<file path="config.mk">
export PLATFORM = sky130hd
export DESIGN_NAME = seq_shifter
export DESIGN_NICKNAME = d
export VERILOG_FILES = /design/src/rtl/shifter_pkg.sv /design/src/rtl/seq_shift_step.sv /design/src/rtl/seq_shifter.sv
export SDC_FILE = /design/constraint.sdc
export NUM_CORES = 1
export LEC_CHECK = 0
export CAP_MARGIN = 5
export CORE_MARGIN = 2
export CORE_UTILIZATION = 40
export CTS_CLUSTER_SIZE = 12
export DETAILED_ROUTE_END_ITERATION = 8
export GPL_ROUTABILITY_DRIVEN = 0
export PLACE_DENSITY = 0.69
export SETUP_SLACK_MARGIN = 0.4
export SLEW_MARGIN = 20
export SYNTH_ARGS = -nofsm -noshare
export SYNTH_HDL_FRONTEND = slang
export SYNTH_SLANG_ARGS = --single-unit
</file>
<file path="constraint.sdc">
create_clock -name clk -period 5.6 [get_ports clk]
set_clock_uncertainty 0.2 [all_clocks]
set_input_delay 0.56 -clock clk [delete_from_list [all_inputs] [get_ports clk]]
set_output_delay 0.56 -clock clk [all_outputs]
set_load 0.02 [all_outputs]
</file>
<file path="src/rtl/shifter_pkg.sv">
// Shared encodings for the sequential shifter: operation select, shift direction and FSM states.
// Build option SEQ_SHIFTER_FAST_EN (consumed by seq_shifter.sv) enables two-position steps.
package shifter_pkg;

  localparam logic [1:0] SEL_LOGIC = 2'd0;
  localparam logic [1:0] SEL_ARITH = 2'd1;
  localparam logic [1:0] SEL_ROT   = 2'd2;

  localparam logic DIR_LEFT  = 1'b0;
  localparam logic DIR_RIGHT = 1'b1;

  typedef enum logic [1:0] {
    ST_IDLE  = 2'd0,
    ST_SHIFT = 2'd1,
    ST_DONE  = 2'd2
  } state_e;

endpackage

</file>
<file path="src/rtl/seq_shift_step.sv">
// Combinational shift step of one or two positions, reporting the overflow produced by the step.
// Selector value 3 passes the value through unchanged with no overflow.
module seq_shift_step
  import shifter_pkg::*;
#(
  parameter int WIDTH = 8
) (
  input  logic [WIDTH-1:0] value_i,
  input  logic             direction_i,
  input  logic [1:0]       sel_i,
  input  logic             double_i,
  output logic [WIDTH-1:0] value_o,
  output logic             overflow_o
);

  logic [WIDTH-1:0] midValue;
  logic [WIDTH-1:0] finValue;
  logic             midOvf;
  logic             finOvf;

  // Returns {overflow, value} for a single-position move.
  function automatic logic [WIDTH:0] stepOnce(input logic [WIDTH-1:0] v,
                                              input logic             dir,
                                              input logic [1:0]       s);
    logic [WIDTH-1:0] nv;
    logic             ov;
    nv = v;
    ov = 1'b0;
    case (s)
      SEL_LOGIC: begin
        if (dir == DIR_LEFT) begin
          nv = {v[WIDTH-2:0], 1'b0};
          ov = v[WIDTH-1];
        end else begin
          nv = {1'b0, v[WIDTH-1:1]};
        end
      end
      SEL_ARITH: begin
        if (dir == DIR_LEFT) begin
          nv = {v[WIDTH-2:0], 1'b0};
          ov = v[WIDTH-1] ^ v[WIDTH-2];
        end else begin
          nv = {v[WIDTH-1], v[WIDTH-1:1]};
        end
      end
      SEL_ROT: begin
        if (dir == DIR_RIGHT) nv = {v[0], v[WIDTH-1:1]};
        else                  nv = {v[WIDTH-2:0], v[WIDTH-1]};
      end
      default: begin
        nv = v;
        ov = 1'b0;
      end
    endcase
    return {ov, nv};
  endfunction

  always_comb begin
    {midOvf, midValue} = stepOnce(value_i, direction_i, sel_i);
    {finOvf, finValue} = stepOnce(midValue, direction_i, sel_i);
    value_o    = midValue;
    overflow_o = midOvf;
    if (double_i) begin
      value_o    = finValue;
      overflow_o = midOvf | finOvf;
    end
  end

endmodule

</file>
<file path="src/rtl/seq_shifter.sv">
// Multi-cycle shifter with valid/ready request and result handshakes and a sticky overflow flag.
// Define SEQ_SHIFTER_FAST_EN to move two positions per cycle while at least two remain.
module seq_shifter
  import shifter_pkg::*;
#(
  parameter int bit_size = 8
) (
  input  logic                        clk,
  input  logic                        rstn,
  input  logic                        in_valid,
  output logic                        in_ready,
  input  logic [bit_size-1:0]         data,
  input  logic [$clog2(bit_size)-1:0] num_shift,
  input  logic                        direction,
  input  logic [1:0]                  sel,
  output logic                        out_valid,
  input  logic                        out_ready,
  output logic [bit_size-1:0]         out,
  output logic                        overflow,
  output logic                        busy
);

  localparam int CW = $clog2(bit_size);

  state_e            state_q, state_d;
  logic [bit_size-1:0] out_q, out_d;
  logic              ovf_q, ovf_d;
  logic [CW-1:0]     count_q, count_d;
  logic              dir_q, dir_d;
  logic [1:0]        sel_q, sel_d;

  logic              useDouble;
  logic [CW-1:0]     stepAmt;
  logic [bit_size-1:0] stepValue;
  logic              stepOvf;

`ifdef SEQ_SHIFTER_FAST_EN
  assign useDouble = (count_q > CW'(1));
`else
  assign useDouble = 1'b0;
`endif

  assign stepAmt = useDouble ? CW'(2) : CW'(1);

  seq_shift_step #(
    .WIDTH(bit_size)
  ) uStep (
    .value_i    (out_q),
    .direction_i(dir_q),
    .sel_i      (sel_q),
    .double_i   (useDouble),
    .value_o    (stepValue),
    .overflow_o (stepOvf)
  );

  always_ff @(posedge clk or negedge rstn) begin
    if (!rstn) begin
      state_q <= ST_IDLE;
      out_q   <= '0;
      ovf_q   <= 1'b0;
      count_q <= '0;
      dir_q   <= 1'b0;
      sel_q   <= 2'd0;
    end else begin
      state_q <= state_d;
      out_q   <= out_d;
      ovf_q   <= ovf_d;
      count_q <= count_d;
      dir_q   <= dir_d;
      sel_q   <= sel_d;
    end
  end

  // The zero-count SHIFT cycle is what gives num_shift=0 its single-edge latency.
  always_comb begin
    state_d = state_q;
    out_d   = out_q;
    ovf_d   = ovf_q;
    count_d = count_q;
    dir_d   = dir_q;
    sel_d   = sel_q;
    case (state_q)
      ST_IDLE: begin
        if (in_valid) begin
          out_d   = data;
          dir_d   = direction;
          sel_d   = sel;
          ovf_d   = 1'b0;
          count_d = num_shift;
          state_d = ST_SHIFT;
        end
      end
      ST_SHIFT: begin
        if (count_q != '0) begin
          out_d   = stepValue;
          ovf_d   = ovf_q | stepOvf;
          count_d = count_q - stepAmt;
        end else begin
          state_d = ST_DONE;
        end
      end
      ST_DONE: begin
        if (out_ready) state_d = ST_IDLE;
      end
      default: state_d = ST_IDLE;
    endcase
  end

  assign in_ready  = (state_q == ST_IDLE);
  assign busy      = (state_q != ST_IDLE);
  assign out_valid = (state_q == ST_DONE);
  assign out       = out_q;
  assign overflow  = ovf_q;

endmodule

</file>
# Word level (Yosys, flattened, before mapping)
# Cells that the tools add are included.
# totals
word_cells,50
ff_bits,17
# op_classes
n_bitwise,2
n_reduce_logical,10
n_addsub,1
n_mux,20
n_eq_ne,10
# op_table
op,count
2-to-1 mux 8 bit,5
case mux 8 bit (3 select lines),1
case mux 8 bit (2 select lines),1
2-to-1 mux 2 bit,3
2-to-1 mux 3 bit,2
"inequality test 2 bit, second input constant",3
case mux 2 bit (3 select lines),1
case mux 3 bit (2 select lines),1
AND reduction 3 bit,2
AND reduction 5 bit,1
"equality test 2 x 1 -> 1 bit, second input constant",2
"equality test 2 bit, second input constant",2
zero test 2 bit,2
2-to-1 mux 1 bit,4
"inequality test 4 x 1 -> 1 bit, second input constant",1
case mux 1 bit (2 select lines),2
AND reduction 4 bit,1
nonzero test 2 bit,2
"inequality test 3 bit, second input constant",1
nonzero test 3 bit,1
"subtractor 3 x 1 -> 3 bit, second input constant",1
"inequality test 2 x 1 -> 1 bit, second input constant",1
AND reduction 2 bit,1
bitwise OR 1 bit,1
bitwise XOR 1 bit,1

# Logic depth before layout (Yosys ltp)
# Gate-level depths: netlist of the first run.
# depth
ltp_word,6
ltp_mapped,7
ltp_nobuf,6

# Cells and area by module
# Synthesis of the first run repeated with hierarchy kept, for this count alone.
# unflattened
cells_unflattened,133
area_unflattened_um2,1411.4
# by_module_without_submodules
mod,seq_area_each_um2,cells_per_inst,instances,area_per_inst_um2
seq_shifter,425.4,74,1,944.7
seq_shift_step,0.0,59,1,466.7

# Worst setup path before layout of the first run
# No wires, ideal clock.
# synth_timing
path_kind,register to register
start,register sel_q[1]
end,"register out_q[7], in the netlist out[7]"
n_path_buf,0
arrival_time_ns,1.567
period_less_slack_ns,1.894
path_stages_with_launch,7
path_slack_ns,3.706
path_cell_list,dfrtp_1 -> inv_1 -> ha_1 -> or3_4 -> a31oi_4 -> a31oi_1 -> mux2_1
# synth_via
elab_chain_cells,4
# synth_lines
item,line_no,source
"start, declared",seq_shifter.sv:30,"logic [1:0] sel_q, sel_d;"
"start signal, assigned",seq_shifter.sv:70,sel_q <= sel_d;
equality test 2 bit (tied with other cells),--,
case mux 8 bit (3 select lines),seq_shift_step.sv:29,case (s)
2-to-1 mux 8 bit,seq_shifter.sv:94,if (count_q != '0) begin
case mux 8 bit (2 select lines),seq_shifter.sv:82,case (state_q)
"end signal, assigned",seq_shifter.sv:66,out_q <= out_d;
"end, declared",seq_shifter.sv:26,"logic [bit_size-1:0] out_q, out_d;"
# Several ways; a longest one is shown, not always the timed one. The select of a mux whose other input is x is not followed.
# A chain may end at the register's enable or synchronous reset.

# Worst setup path after layout of the first run
# layout_timing
start,register state_q[0]
end,output in_ready
# layout_via
elab_chain_cells,1
# layout_lines
item,line_no,source
"start, declared",seq_shifter.sv:25,"state_e state_q, state_d;"
"start signal, assigned",seq_shifter.sv:65,state_q <= state_d;
zero test 2 bit,seq_shifter.sv:109,assign in_ready = (state_q == ST_IDLE);
"end, declared",seq_shifter.sv:11,"output logic in_ready,"
# Every way passes these cells.

==> flow_metrics.tcl, run 1 <==
set metrics [dict create \
    status "finished, final reports clean" \
    ys_seq_area_share_pct 41.56 \
    cts_max_path_buffers 2 \
    max_cap_viol_count 0 \
    root_buffer "clkbuf_4" \
    slew_headroom_pct 48.42 \
    synth_top_family_by_area "compound AO/OA/AOI/OAI gates" \
    cts_tree "built" \
    pwr-share-seq_pct 30.7 \
    seqCellArea_sq_um 425.4 \
    p_int_mw 0.4366 \
    final.min_clock_period_ns 2.339 \
    numCtsBuffers 3 \
    power_switching_mw 0.3932 \
    setup_viol 0 \
    yosys-top-cells-area "dfrtp_1 (42%), mux2i_1 (6.8%), o21ai_0 (6.4%)" \
    antenna_found_initial 0 \
    vias 896 \
    synth_top_area_share_pct 41.56 \
    grt_max_degree 23 \
    fin_ws_ns 3.261 \
    drive_gt1_share_pct 5.594 \
    antenna_left 0 \
    ir_worst_vdd_mv 0.4398 \
    clock_sinks 17 \
    ys_seq_elements 17 \
    tightest_slew_ns 0.7712 \
    viasPerCell 5.179 \
    ys_warn_count 0 \
    cts_resized 0 \
    worstPathMaxFanout 5 \
    io_pins 30 \
    synth_area_per_cell_sq_um 8.978 \
    grt_overflow_total 0 \
    slowest_delay_ns 0.64 \
    yosysMostFrequentCell "dfrtp_1" \
    crit_chain "nor2_1 -> clkdlybuf4s50_1" \
    crit_slowest_cell "clkdlybuf4s50_1" \
    rsz0062_at_grt "no" \
    wirelength_um 2289 \
    synth_largest_area_cell "dfrtp_1" \
    syn2layout_area_growth_pct 33.01 \
    nets 167 \
    initial_core_util_pct 41.69 \
    setup.worst_path.class "flip-flop to output port" \
    start_kind "flip-flop" \
    netlist_area_sq_um 1023 \
    num_rows 18 \
    synth_fp_nets 137 \
    first_global_vias 812 \
    nFillCells 236 \
    yosys.area_share.simple_pct 18.70 \
    synth_common_cells "dfrtp_1 (17), nand2_1 (14), o21ai_0 (13)" \
    grt_first_pass_wirelength_um 3581 \
    cp_top_family "buffers and inverters" \
    dp_slack_ns 3.076 \
    core-area_sq_um 2455 \
    fin_crit_sh_pct 41.77 \
    comb_power_share_pct 61.3 \
    synth-async-reset-ratio_pct 100.0 \
    grt_use_total_pct 17.12 \
    port_buffers 29 \
    die_y_um 54.59 \
    antenna-diode-count 0 \
    critPathRequiredTime_ns 4.84 \
    synth.distinct_cells 29 \
    synth_compound_area_share_pct 20.66 \
    cts_setup_buffers 0 \
    powerDensity_nw_per_um2 609.6 \
    drv_slew 0 \
    hold_viol 0 \
    first_iter_violations 10 \
    multi_input_area_sq_um 546.8 \
    finalSetupTns_ns 0 \
    drc 0 \
    crit_arrival_ns 1.58 \
    path_clk_slew_ns 0.11 \
    cts_max_level 1 \
    yosys_most_used_dff "dfrtp_1" \
    synth_xor_area_share_pct 0 \
    synth_edf_count 0 \
    swShare_pct 47.39 \
    max_freq_mhz 427.5 \
    synthCells 114 \
    die_x_um 54.59 \
    die_area_sq_um 2980 \
    post_drt_wl_per_cell_um 13.23 \
    hold_class "flip-flop to flip-flop" \
    postCtsHoldBufs 0 \
    clkPwrFrac_pct 8.0 \
    dr.pass1.iters 4 \
    hpwlAfterDp_um 1752 \
    path_buf_inv 1 \
    crit_path_end_kind "output port" \
    clk-insertion-delay-late_ns 0.29 \
    p_leak_nw 0.5802 \
    synthAdderAreaFrac_pct 6.112 \
    muxShareOfSynthArea_pct 7.946 \
]
-- flip-flops by register name, summed over array words and instances, names as in the netlist --
name / count
count_q: 3
dir_q: 1
out: 8
overflow: 1
sel_q: 2
state_q: 2
-- through the flow --
stage          power [mW]  hold WS [ns]  utilization [%]  cells  instance area, sq um
2_1_floorplan      0.6028       0.06441                -    114                  1023
3_3_place_gp       0.7489        0.2738            54.33    169                  1334
3_5_place_dp       0.7694        0.2931            54.33    169                  1334
4_1_cts            0.8372        0.3175            55.45    173                  1361
5_1_grt            0.9046        0.3358            55.45    173                  1361
6_report           0.8298        0.3108            55.45    173                  1361
-- metal layers --
| metal | share of wire [%] | wire length, um | global-route usage (%) | up-vias |
|---|---|---|---|---|
| li1 | - | - | - | 452 |
| met1 | 45 | 1025 | 21.10 | 416 |
| met2 | 49 | 1127 | 27.98 | 22 |
| met3 | 4.0 | 91 | 2.732 | 6 |
| met4 | 1.9 | 44 | 10.00 | 0 |
| met5 | 0 | 0 | 0 | - |
-- worst reg2reg max path, cell delays in order (launching register included) --
cell,delay [ns]
dfrtp_1,0.41
ha_1,0.26
or3_4,0.41
a31oi_4,0.38
a31oi_1,0.10
mux2_1,0.34
-- cells by family after synthesis --
family,Yosys count
simple gates,37
flops,17
fa+ha+maj,5
compound gates,34
mux,8
buf+inv,13
-- final cells by class --
type | count | area share (%)
inverter | 9 | 2.482
sequential | 17 | 31.25
multi-input combinational | 84 | 40.17
clock inverter | 1 | 0.3676
tap | 30 | 2.757
timing repair buffer | 29 | 21.32
clock buffer | 3 | 1.654
-- layout by cell type (no fill, tap or decap), types with 2 or more instances in the layout --
master,count
ha_1,5
clkdlybuf4s50_1,29
dfrtp_1,17
o21ai_0,13
nand2b_1,3
nand2_1,14
inv_1,9
clkbuf_4,3
o22ai_1,2
nor2b_1,2
nor2_1,9
mux2i_1,7
nand3b_1,2
a21oi_1,10
nand3_1,3
-- power by group through the flow --
| stage | Combinational [mW] | Clock (mW) | Sequential, mW |
|---|---|---|---|
| 5_1_grt | 0.565 | 0.0764 | 0.263 |
| 3_5_place_dp | 0.511 | 0 | 0.258 |
| 6_report | 0.508 | 0.0667 | 0.255 |
| 2_1_floorplan | 0.340 | 0 | 0.263 |
| 3_3_place_gp | 0.494 | 0 | 0.255 |
| 4_1_cts | 0.512 | 0.0690 | 0.256 |
-- final timing paths --
check | start | endpoint | cells past startpoint | slack, ns
worst min register to register | overflow | overflow | 1 | 0.31
worst min-delay path | overflow | overflow | 1 | 0.31
max in group asynchronous | rstn | state_q[1] | 1 | 4.21
worst max register to register | sel_q[0] | out[7] | 5 | 3.40
worst max-delay path | state_q[0] | in_ready | 2 | 3.26
min in group asynchronous | rstn | state_q[0] | 1 | 0.51
Note: power is estimated with default switching activity, not from simulation.
==> inputs of run 2 (changes only) <==
==> constraint.sdc (replaced) <==
create_clock -name clk -period 2.45 [get_ports clk]
set_clock_uncertainty 0.2 [all_clocks]
set_input_delay 0.245 -clock clk [delete_from_list [all_inputs] [get_ports clk]]
set_output_delay 0.245 -clock clk [all_outputs]
set_load 0.02 [all_outputs]
==> run 2 against run 1 <==
  * Via count rose by 0.89%
  * Register-to-register slack lost 2.9 ns
  * Wire length decreased by 2.4%
  * Critical path type is now flip-flop to flip-flop
  * Highest routed layer unchanged
==> flow_metrics.tcl, run 2 (synthesis results as in run 1) <==
set metrics [dict create \
    status "finished, final reports clean" \
    crit_arrival_ns 1.93 \
    seqCellArea_sq_um 425.4 \
    slew_headroom_pct 48.39 \
    io_pins 30 \
    largest_reg_flops 8 \
    numCtsBuffers 3 \
    nFillCells 239 \
    fin_crit_sh_pct 79.92 \
    cts_max_path_buffers 2 \
    powerDensity_nw_per_um2 1382 \
    tightest_slew_ns 0.7717 \
    max_freq_mhz 510.7 \
    num_rows 18 \
    vias 904 \
    start_kind "flip-flop" \
    layout_common_cells "clkdlybuf4s50_1 (27), dfrtp_1 (17), nand2_1 (14)" \
    hold_viol 0 \
    drv_slew 0 \
    p_int_mw 1.023 \
    pwr-share-seq_pct 30.4 \
    setup_viol 0 \
    grt_overflow_total 0 \
    grt_first_pass_wirelength_um 3870 \
    worstPathMaxFanout 5 \
    multi_input_area_sq_um 546.8 \
    ir_worst_vdd_mv 0.9121 \
    die_area_sq_um 2980 \
    finalSetupTns_ns 0 \
    rsz0062_at_grt "yes" \
    grt_use_total_pct 18.30 \
    slowest_delay_ns 0.41 \
    path_clk_slew_ns 0.10 \
    power_switching_mw 0.8848 \
    wl_met3_um 90 \
    syn2layout_area_growth_pct 34.84 \
    swShare_pct 46.37 \
    clock_sinks 17 \
    drive_gt1_share_pct 6.207 \
    crit_path_end_kind "flip-flop" \
    finalHoldWorstSlack_ns 0.2022 \
    core-area_sq_um 2455 \
    antenna_left 0 \
    wirelength_um 2233 \
    first_global_vias 908 \
    path_buf_inv 1 \
    antenna_found_initial 0 \
    first_iter_violations 18 \
    crit_slowest_cell "or3_4" \
    cts_resized 0 \
    post_drt_wl_per_cell_um 12.76 \
    hold_class "input pin to asynchronous set/reset pin" \
    die_x_um 54.59 \
    final.min_clock_period_ns 1.958 \
    hpwlAfterDp_um 1722 \
    nets 169 \
    cts_tree "built" \
    viasPerCell 5.166 \
    port_buffers 29 \
    comb_power_share_pct 61.8 \
    cts_setup_buffers 0 \
    root_buffer "clkbuf_4" \
    cp_top_family "simple AND/OR/NAND/NOR gates" \
    wl_met1_um 978 \
    grt_max_degree 23 \
    cts_max_level 1 \
    mostFrequentLayoutCell "clkdlybuf4s50_1" \
    dr_wl_met2_um 1146 \
    critPathRequiredTime_ns 2.42 \
    crit_chain "inv_1 -> ha_1 -> or3_4 -> a31oi_4 -> a31oi_1 -> mux2_1" \
    clk-insertion-delay-late_ns 0.28 \
    postCtsHoldBufs 0 \
    die_y_um 54.59 \
    max_cap_viol_count 0 \
    topRoutingLayerUsed "met4" \
    drc 0 \
    setup.worst_path.class "flip-flop to flip-flop" \
    clkPwrFrac_pct 7.8 \
    dr.pass1.iters 4 \
    initial_core_util_pct 41.69 \
    antenna-diode-count 0 \
    p_leak_nw 0.6151 \
]
-- run 2: cell count changes in the layout (fill, tap and decap cells not counted) --
cell and delta:
buf_4 +2, clkbuf_1 +1, clkdlybuf4s50_1 -2, clkinv_2 -1, dlymetal6s2s_1 +2
-- run 2: cell type report --
| cell class | instances | area share (%) |
|---|---|---|
| well taps | 30 | 2.720 |
| repair buffers | 31 | 22.48 |
| multi-input cells | 84 | 39.62 |
| clock buffers | 4 | 1.904 |
| flip-flops and latches | 17 | 30.83 |
| inverters | 9 | 2.448 |
-- run 2: final timing paths --
kind	start	end	slack, ns	depth (start not counted)
worst max-delay path	sel_q[1]	out[7]	0.49	6
worst min-delay path	rstn	count_q[0]	0.20	1
worst max register to register	sel_q[1]	out[7]	0.49	6
worst min register to register	count_q[1]	count_q[1]	0.30	2
max in group asynchronous	rstn	count_q[2]	1.36	1
min in group clk	count_q[1]	count_q[1]	0.30	2
-- run 2: worst reg2reg max path, cell delays in order, from the launching register on --
cell	delay, ns
dfrtp_1	0.36
inv_1	0.07
ha_1	0.23
or3_4	0.41
a31oi_4	0.19
a31oi_1	0.07
mux2_1	0.33
-- run 2: per-layer routing --
| layer | GRT usage (%) | up-vias |
|---|---|---|
| met2 | 32.34 | 18 |
| met1 | 21.55 | 427 |
| li1 | - | 457 |
| met5 | 0 | - |
| met3 | 3.552 | 2 |
| met4 | 7.083 | 0 |
-- run 2: power by group through the flow --
stage | clock [mW] | combinational [mW] | sequential [mW]
after floorplan | 0 | 0.777 | 0.601
after global placement | 0 | 1.16 | 0.582
after detailed placement | 0 | 1.20 | 0.589
after CTS | 0.157 | 1.20 | 0.584
after global routing | 0.172 | 1.32 | 0.603
final | 0.149 | 1.18 | 0.579
-- run 2: per-stage QoR --
step	utilization (%)	cells	instance area, sq um	power (mW)	worst slack, ns
floorplan	-	114	1023	1.378	0.5557
global placement	54.94	171	1349	1.744	0.5360
detailed placement	54.94	171	1349	1.785	0.4906
CTS	56.01	175	1375	1.940	0.4285
global route	56.22	175	1380	2.097	0.3661
finish	56.22	175	1380	1.908	0.4919
==> inputs of run 3 (changes only) <==
--- a/config.mk
+++ b/config.mk
@@ -11,7 +11,7 @@
 export CTS_CLUSTER_SIZE = 12
 export DETAILED_ROUTE_END_ITERATION = 8
 export GPL_ROUTABILITY_DRIVEN = 0
-export PLACE_DENSITY = 0.69
+export PLACE_DENSITY = 0.72
 export SETUP_SLACK_MARGIN = 0.4
 export SLEW_MARGIN = 20
 export SYNTH_ARGS = -nofsm -noshare
==> constraint.sdc (replaced) <==
create_clock -name clk -period 1.69 [get_ports clk]
set_clock_uncertainty 0.2 [all_clocks]
set_input_delay 0.169 -clock clk [delete_from_list [all_inputs] [get_ports clk]]
set_output_delay 0.169 -clock clk [all_outputs]
set_load 0.02 [all_outputs]
==> run 3 against run 2 <==
  * The run now ends with negative setup slack left
  * Die area did not move
  * Worst hold slack gained 0.030 ns
  * Total power increased by 97%
  * Sequential power rose by 40%
  * Via count rose by 18%
  * Critical path depth stayed put
  * Register-to-register slack got worse by 0.69 ns
  * Clock power rose by 57%
  * Sequential share of layout area is 5.5 points lower
  * First-iteration DRC count is 61% lower
  * Setup slack lost 0.69 ns
==> flow_metrics.tcl, run 3 (synthesis results as in run 1) <==
set metrics [dict create \
    status "finished, violations left" \
    violations "negative setup slack" \
    nets 195 \
    p_leak_nw 0.7777 \
    core-area_sq_um 2455 \
    antenna_found_initial 0 \
    root_buffer "clkbuf_4" \
    cts_max_path_buffers 2 \
    max_freq_mhz 530.9 \
    drc 0 \
    crit_slowest_cell "dfrtp_1" \
    dpl_cell_area_sq_um 1454 \
    clk-insertion-delay-late_ns 0.30 \
    wl_met1_um 1256 \
    setup_viol 8 \
    grt_overflow_total 0 \
    grt_use_total_pct 20.75 \
    antenna_left 0 \
    vias 1064 \
    die_y_um 54.59 \
    hpwlAfterDp_um 1890 \
    crit_arrival_ns 1.88 \
    worstPathMaxFanout 3 \
    max_cap_viol_count 0 \
    drive_gt1_share_pct 43.27 \
    wirelength_um 3003 \
    antenna-diode-count 0 \
    dr.pass1.iters 4 \
    fin_crit_sh_pct 111.4 \
    hold_viol 0 \
    drv_slew 0 \
    numCtsBuffers 3 \
    largest_reg_flops 8 \
    io_pins 30 \
    powerDensity_nw_per_um2 2210 \
    port_buffers 29 \
    multi_input_area_sq_um 644.4 \
    setup.worst_path.class "flip-flop to flip-flop" \
    crit_path_end_kind "flip-flop" \
    grt_max_degree 23 \
    critPathRequiredTime_ns 1.69 \
    first_iter_violations 7 \
    first_global_vias 961 \
    ir_worst_vdd_mv 1.445 \
    dp_slack_ns -0.1632 \
    timing.rr.start "sel_q[0]" \
    start_kind "flip-flop" \
    crit_chain "inv_2 -> ha_2 -> or3_4 -> a31oi_4 -> a31oi_1 -> mux2_1" \
    rsz0062_at_grt "yes" \
    hold_class "input pin to flip-flop" \
    slew_headroom_pct 82.78 \
    post_drt_wl_per_cell_um 14.94 \
    path_buf_inv 1 \
    die_x_um 54.59 \
    final.min_clock_period_ns 1.883 \
    cp-startpoint "sel_q[0]" \
    num_rows 18 \
    layout_common_cells "clkdlybuf4s50_1 (17), buf_6 (16), buf_4 (15)" \
    slowest_delay_ns 0.40 \
    fin_ws_ns -0.1935 \
    topRoutingLayerUsed "met4" \
    finalSetupTns_ns -0.8311 \
    wl_met3_um 196 \
    die_area_sq_um 2980 \
    seqCellArea_sq_um 429.2 \
    syn2layout_area_growth_pct 65.89 \
    final_util_pct 69.16 \
    initial_core_util_pct 41.69 \
    mostFrequentLayoutCell "clkdlybuf4s50_1" \
    clock_sinks 17 \
    tightest_slew_ns 0.2580 \
    worstHoldStart "out_ready" \
    grt_first_pass_wirelength_um 4278 \
    cp_top_family "flip-flops" \
    path_clk_slew_ns 0.11 \
    nFillCells 184 \
    viasPerCell 5.294 \
    stdcell_area_sq_um 1698 \
    dr_wl_met2_um 1474 \
    cts_max_level 1 \
    cts_tree "built" \
]
-- run 3: cell count changes in the layout (fill, tap and decap cells not counted), sizes merged --
| cell | change |
|---|---|
| buf | +37 |
| dlygate4sd3 | +1 |
| clkinv | +1 |
| dlymetal6s2s | -2 |
| clkdlybuf4s50 | -10 |
| clkbuf | -1 |
-- run 3: worst paths after layout --
path / endpoint / slack (ns) / cells past startpoint
max in group asynchronous: state_q[0] / 0.56 / 3
setup / recovery: out[7] / -0.19 / 6
hold reg to reg: overflow / 0.31 / 1
setup reg to reg: out[7] / -0.19 / 6
hold / removal: state_q[1] / 0.23 / 3
min in group asynchronous: out[7] / 0.52 / 3
-- run 3: stage by stage --
stage / std cells / power, mW / hold slack [ns]
after floorplan: 114 / 2.102 / -0.3266
after global placement: 181 / 2.793 / 0.2618
after detailed placement: 181 / 2.878 / 0.2866
after CTS: 196 / 3.401 / 0.1991
after global routing: 201 / 4.018 / 0.2463
final: 201 / 3.752 / 0.2323
-- run 3: area by class of cell --
cell class | count | share of cell area (%)
inverter | 9 | 2.137
multi-input combinational | 84 | 37.95
sequential | 17 | 25.28
clock inverter | 1 | 0.2948
timing repair buffer | 57 | 30.80
tap | 30 | 2.211
clock buffer | 3 | 1.326
-- run 3: power by group --
part | switching, mW | internal [mW] | total (mW)
logic | 1.34 | 1.37 | 2.71
clock network | 0.145 | 0.0884 | 0.234
registers | 0.196 | 0.613 | 0.808
total | 1.68 | 2.07 | 3.75
-- run 3: worst register-to-register path: stages (launching register included) --
cell and delay (ns):
dfrtp_1 0.40, inv_2 0.07, ha_2 0.19, or3_4 0.39
a31oi_4 0.15, a31oi_1 0.07, mux2_1 0.32
-- run 3: timing repair --
item,CTS,global route
hold buffers,1,0
hold endpoints to repair,17,0
endpoints found under the setup margin,28,21
buffers inserted,10,5
gates resized for setup,79,24
pin swaps,3,9
-- run 3: metal layers --
layer | global-route usage [%] | vias up
li1 | - | 513
met1 | 22.51 | 507
met2 | 36.90 | 36
met3 | 5.464 | 8
met4 | 10.00 | 0
met5 | 0 | -
